$ cat config.mk
export PLATFORM = sky130hd
export DESIGN_NAME = mult_shift_add_flat
export DESIGN_NICKNAME = d
export VERILOG_FILES = /design/src/rtl/mult_shift_add_if.sv /design/src/rtl/mult_shift_add.sv /design/src/flat_wrapper.sv
export SDC_FILE = /design/constraint.sdc
export NUM_CORES = 1
export LEC_CHECK = 0
export ABC_AREA = 0
export CAP_MARGIN = 20
export CORE_AREA = 5 5 93 52
export CTS_CLUSTER_DIAMETER = 200
export DETAILED_ROUTE_END_ITERATION = 12
export DIE_AREA = 0 0 98 57
export SLEW_MARGIN = 20
export SYNTH_ARGS = -nofsm -noshare
export SYNTH_HDL_FRONTEND = slang
export SYNTH_SLANG_ARGS = --single-unit
$ cat constraint.sdc
create_clock -name clk -period 1.8 [get_ports clk]
set_input_delay 0.36 -clock clk [delete_from_list [all_inputs] [get_ports clk]]
set_output_delay 0.36 -clock clk [all_outputs]
set_load 0.02 [all_outputs]
$ cat src/rtl/mult_shift_add_if.sv
// Handshake and data bundle between the ALU and the shift-and-add multiplier.
// The ALU drives operands and the init level; the multiplier returns product and status.
interface mult_shift_add_if #(
  parameter int N = 3
);
  logic           init;
  logic [N-1:0]   MR;
  logic [N-1:0]   MD;
  logic [2*N-1:0] pp;
  logic           done;
  logic           busy;

  modport master (output init, MR, MD, input pp, done, busy);
  modport slave  (input init, MR, MD, output pp, done, busy);
endinterface

$ cat src/rtl/mult_shift_add.sv
// Sequential unsigned shift-and-add multiplier started and held by a level init.
// Result and done are held in DONE until init is released; dropping init mid-run aborts.
module mult_shift_add #(
  parameter int N = 3
) (
  input  logic            clk,
  input  logic            rst,
  mult_shift_add_if.slave bus
);

  localparam int W = 2 * N;

  typedef enum logic [2:0] {
    IDLE,
    CHECK,
    ADD,
    SHIFT,
    DONE
  } state_t;

  state_t         state;
  logic [W-1:0]   acc;
  logic [W-1:0]   a;
  logic [N-1:0]   b;
  logic [W-1:0]   pp_q;
  logic           done_q;
  logic           busy_q;

  assign bus.pp   = pp_q;
  assign bus.done = done_q;
  assign bus.busy = busy_q;

  // NOTE: all state uses non-blocking assignments so every register updates from
  // pre-edge values; blocking here would let later statements see half-updated state.
  always_ff @(posedge clk) begin
    if (rst) begin
      state  <= IDLE;
      acc    <= '0;
      a      <= '0;
      b      <= '0;
      pp_q   <= '0;
      done_q <= 1'b0;
      busy_q <= 1'b0;
    end else begin
      case (state)
        IDLE: begin
          if (bus.init) begin
            a      <= {{N{1'b0}}, bus.MD};
            b      <= bus.MR;
            acc    <= '0;
            state  <= CHECK;
            busy_q <= 1'b1;
          end
        end

        CHECK: begin
          if (!bus.init) begin
            state  <= IDLE;
            busy_q <= 1'b0;
          end else if (b == '0) begin
            pp_q   <= acc;
            state  <= DONE;
            busy_q <= 1'b0;
            done_q <= 1'b1;
          end else if (b[0]) begin
            state <= ADD;
          end else begin
            state <= SHIFT;
          end
        end

        ADD: begin
          if (!bus.init) begin
            state  <= IDLE;
            busy_q <= 1'b0;
          end else begin
            acc   <= acc + a;
            state <= SHIFT;
          end
        end

        SHIFT: begin
          if (!bus.init) begin
            state  <= IDLE;
            busy_q <= 1'b0;
          end else begin
            a     <= a << 1;
            b     <= b >> 1;
            state <= CHECK;
          end
        end

        DONE: begin
          // No restart while init stays high; a low sample is needed to re-arm.
          if (!bus.init) begin
            state  <= IDLE;
            done_q <= 1'b0;
          end
        end

        default: begin
          state  <= IDLE;
          done_q <= 1'b0;
          busy_q <= 1'b0;
        end
      endcase
    end
  end

endmodule
$ cat src/flat_wrapper.sv
// flat-port wrapper written by rule: the top's interface ports become plain ports
module mult_shift_add_flat 
#(
  parameter int N = 3
)
  (clk, rst, bus_init, bus_MR, bus_MD, bus_pp, bus_done, bus_busy);
  mult_shift_add_if #(.N(N)) bus_i ();
  input  logic clk;
  input  logic rst;
  input wire logic [$bits(bus_i.init)-1:0] bus_init;
  input wire logic [$bits(bus_i.MR)-1:0] bus_MR;
  input wire logic [$bits(bus_i.MD)-1:0] bus_MD;
  output wire logic [$bits(bus_i.pp)-1:0] bus_pp;
  output wire logic [$bits(bus_i.done)-1:0] bus_done;
  output wire logic [$bits(bus_i.busy)-1:0] bus_busy;
  assign bus_i.init = bus_init;
  assign bus_i.MR = bus_MR;
  assign bus_i.MD = bus_MD;
  assign bus_pp = bus_i.pp;
  assign bus_done = bus_i.done;
  assign bus_busy = bus_i.busy;
  mult_shift_add #(.N(N)) u_core (.clk(clk), .rst(rst), .bus(bus_i));
endmodule
==> results.ini <==
[logic_synthesis]
yosysTopAreaCell = dfxtp_1
synthTopCellsByArea = dfxtp_1 (39%), mux2i_1 (8.3%), nor2_1 (6.8%)
ys_async_sr_fraction = 0
ys_ff_latch = 26
synth_enable_flop_cells = 0
synth_seq_area_share = 0.395
ys.flop_type = dfxtp_1
netlist_area_sq_um = 1320
synth_warnings = 0
synth_top_area_share = 0.395
synth_nets = 165
synthCells = 150
postSynthAreaPerCell_sq_um = 8.79
synthDistinctLibCells = 39

[setup_path]
worstSetupEndpointType = flip-flop
cp-start-kind = flip-flop
worstPathCellList = ha_1, a21oi_2, nand4b_1, a21oi_1, o211a_1, a211o_1
slowest_delay_ns = 0.44
critical_path_class = reg2reg
path_buf_inv = 0
critical_path.slowest_cell = dfxtp_1
required_ns = 1.97
crit_cells = 6
arrival_ns = 1.90
worstPathMaxFanout = 4
ff2ff_path_depth = 6
cp_top_family = compound AO/OA/AOI/OAI gates

[clock_network]
cts_buffers = 3
cts_setup_buffers = 0
cts.htree.levels = 1
cts.path.max_buffers = 2
hold_buffers = 0
clk_pin_slew_ns = 0.09
cts_tree = built
cts.sinks = 26
cts-root-buf = clkbuf_8
clock_latency_ns = 0.27
cts-resized-gates = 0

[drt]
totalWireLength_um = 3210
dr_total_vias = 1153
first_iter_violations = 55
drc_errors = 0
firstDrtPassIters = 4
vias_per_cell = 5.01
wl_per_cell_um = 14.0
ant_nets = 0

[pwr]
power.leakage_nw = 0.731
switchingPower_mw = 0.289
swShare = 0.230
comb_power_share = 0.130
peakVddDrop_v = 0.000440
p_seq_frac = 0.485
p_int_mw = 0.968
p_per_area_nw_per_um2 = 752
clockPowerShare = 0.385

[global_route]
grt_max_degree = 21
grt_pass1_vias = 1074
grt_pass1_wl_um = 5400
overflow = 0
grt_usage = 0.120
antenna_found_initial = 0

[timing]
fmax_ghz = 0.577
setup_violations = 0
min_period_ns = 1.73
max_slew_margin = 0.794
finalMaxSlewViolations = 0
timing_hold_violations_final = 0
holdWs_ns = 0.508
worst_pin_slew_ns = 0.309
fin_crit_sh = 0.963
clock_skew_ns = 0.00727
rsz0062_at_grt = true
setup_ws_ns = 0.0670

[placement]
place_ws_ns = -0.0727
gp_congestion = 0.817
port_buffers = 16
placement.cell_area_sq_um = 1590
hpwlAfterDp_um = 2490

[die]
fp.coreArea_sq_um = 4060
ios = 17
fp.dieH_um = 57
rows = 17
die_area_sq_um = 5590
start_util = 0.325
die_w_um = 98

[layout]
diodes = 0
syn_to_final_growth_pct = 26.8
fillers = 419
stdcell_area_sq_um = 1670
drive_gt1_frac = 0.127
fin_nets = 189

[min_path]
hold_depth = 2
hold_class = reg2reg

[run]
cap_violations = 0

[run_status]
status = completed

## flip-flops by register name (all words and copies together), names as in the netlist
signal           cells
u_core.state         3
u_core.b             3
u_core.a             6
u_core.bus.busy      1
u_core.bus.pp        6
u_core.bus.done      1
u_core.acc           6
## worst min-delay path, delay by kind of cell, from the launching register on
family | cells | cell delay [ns]
flip-flops | 1 | 0.34
multiplexers | 1 | 0.07
AND/OR/NAND/NOR | 1 | 0.07
## synth_stat cells, types with 3 or more instances
library cell and n:
nand3b_1 3, a21oi_1 17, a21o_1 3, nand3_1 6, dfxtp_1 26, ha_1 5, nor2_1 24, a22oi_1 3
o21ai_0 5, nor3_1 3, mux2i_1 11, inv_1 3, nand2_1 4, clkbuf_1 4, nor2b_1 3
## cell families (layout without fill, tap and decap cells)
family,after synthesis,count (layout),share of synthesized area
adders and majority gates,6,6,0.0626
DFF,26,26,0.395
and+or+nand+nor,55,55,0.226
AOI/OAI and AO/OA,38,38,0.175
xor gates and xnor gates,3,3,0.0199
muxes,11,11,0.0835
buffers and inverters,11,34,0.0389
## layout by cell type, fill, tap and decap left out, types with 2 or more instances in the layout
| cell | n |
|---|---|
| dfxtp_1 | 26 |
| a22oi_1 | 3 |
| nor4b_1 | 2 |
| nand2b_1 | 2 |
| nand3_1 | 6 |
| o21ai_1 | 2 |
| nand2_1 | 4 |
| inv_1 | 3 |
| nor3_1 | 3 |
| ha_1 | 5 |
| nor2b_1 | 3 |
| nand3b_1 | 3 |
| a21oi_1 | 15 |
| a22o_1 | 2 |
| a21o_1 | 3 |
| buf_4 | 11 |
| clkbuf_8 | 3 |
| a21oi_2 | 2 |
| xnor2_1 | 2 |
| nor2_1 | 24 |
| mux2i_1 | 11 |
| clkdlybuf4s50_1 | 16 |
| o21ai_0 | 5 |
## power by group through the flow
stage	Combinational [mW]	Clock (mW)	Sequential [mW]
3_5_place_dp	0.162	0	0.623
4_1_cts	0.163	0.499	0.609
3_3_place_gp	0.159	0	0.622
2_1_floorplan	0.0957	0	0.620
5_1_grt	0.178	0.525	0.613
6_report	0.163	0.484	0.610
## worst paths after layout
kind | slack (ns) | start | to
hold reg to reg | 0.51 | u_core.bus.pp[2]$_SDFFE_PP0P_ | u_core.bus.pp[2]$_SDFFE_PP0P_
setup / recovery | 0.07 | u_core.a[1]$_SDFFE_PP0P_ | u_core.acc[5]$_SDFFE_PP0P_
setup reg to reg | 0.07 | u_core.a[1]$_SDFFE_PP0P_ | u_core.acc[5]$_SDFFE_PP0P_
hold / removal | 0.51 | u_core.bus.pp[2]$_SDFFE_PP0P_ | u_core.bus.pp[2]$_SDFFE_PP0P_
## metal layers
metal | track usage | part of all wire
met1 | 0.181 | 0.55
met2 | 0.166 | 0.40
met3 | 0.0379 | 0.041
met4 | 0.0237 | 0.0084
met5 | 0 | 0
## metrics by stage
stage / std cells / utilization / setup TNS [ns] / total power, mW
floorplan: 150 / - / 0 / 0.716
global placement: 226 / 0.392 / -0.118 / 0.781
detailed placement: 226 / 0.392 / -0.579 / 0.785
CTS: 230 / 0.410 / 0 / 1.27
global route: 230 / 0.411 / -0.0332 / 1.32
finish: 230 / 0.411 / 0 / 1.26
## final cells by class
class / instances / area (sq um) / share of cell area
Clock inverter: 1 / 30.0 / 0.0180
Clock buffer: 3 / 41.3 / 0.0247
Timing Repair Buffer: 27 / 243 / 0.145
Tap cell: 57 / 71.3 / 0.0427
Multi-Input combinational cell: 113 / 754 / 0.451
Sequential cell: 26 / 520 / 0.311
Inverter: 3 / 11.3 / 0.00674
(Power assumes the default switching activity.)
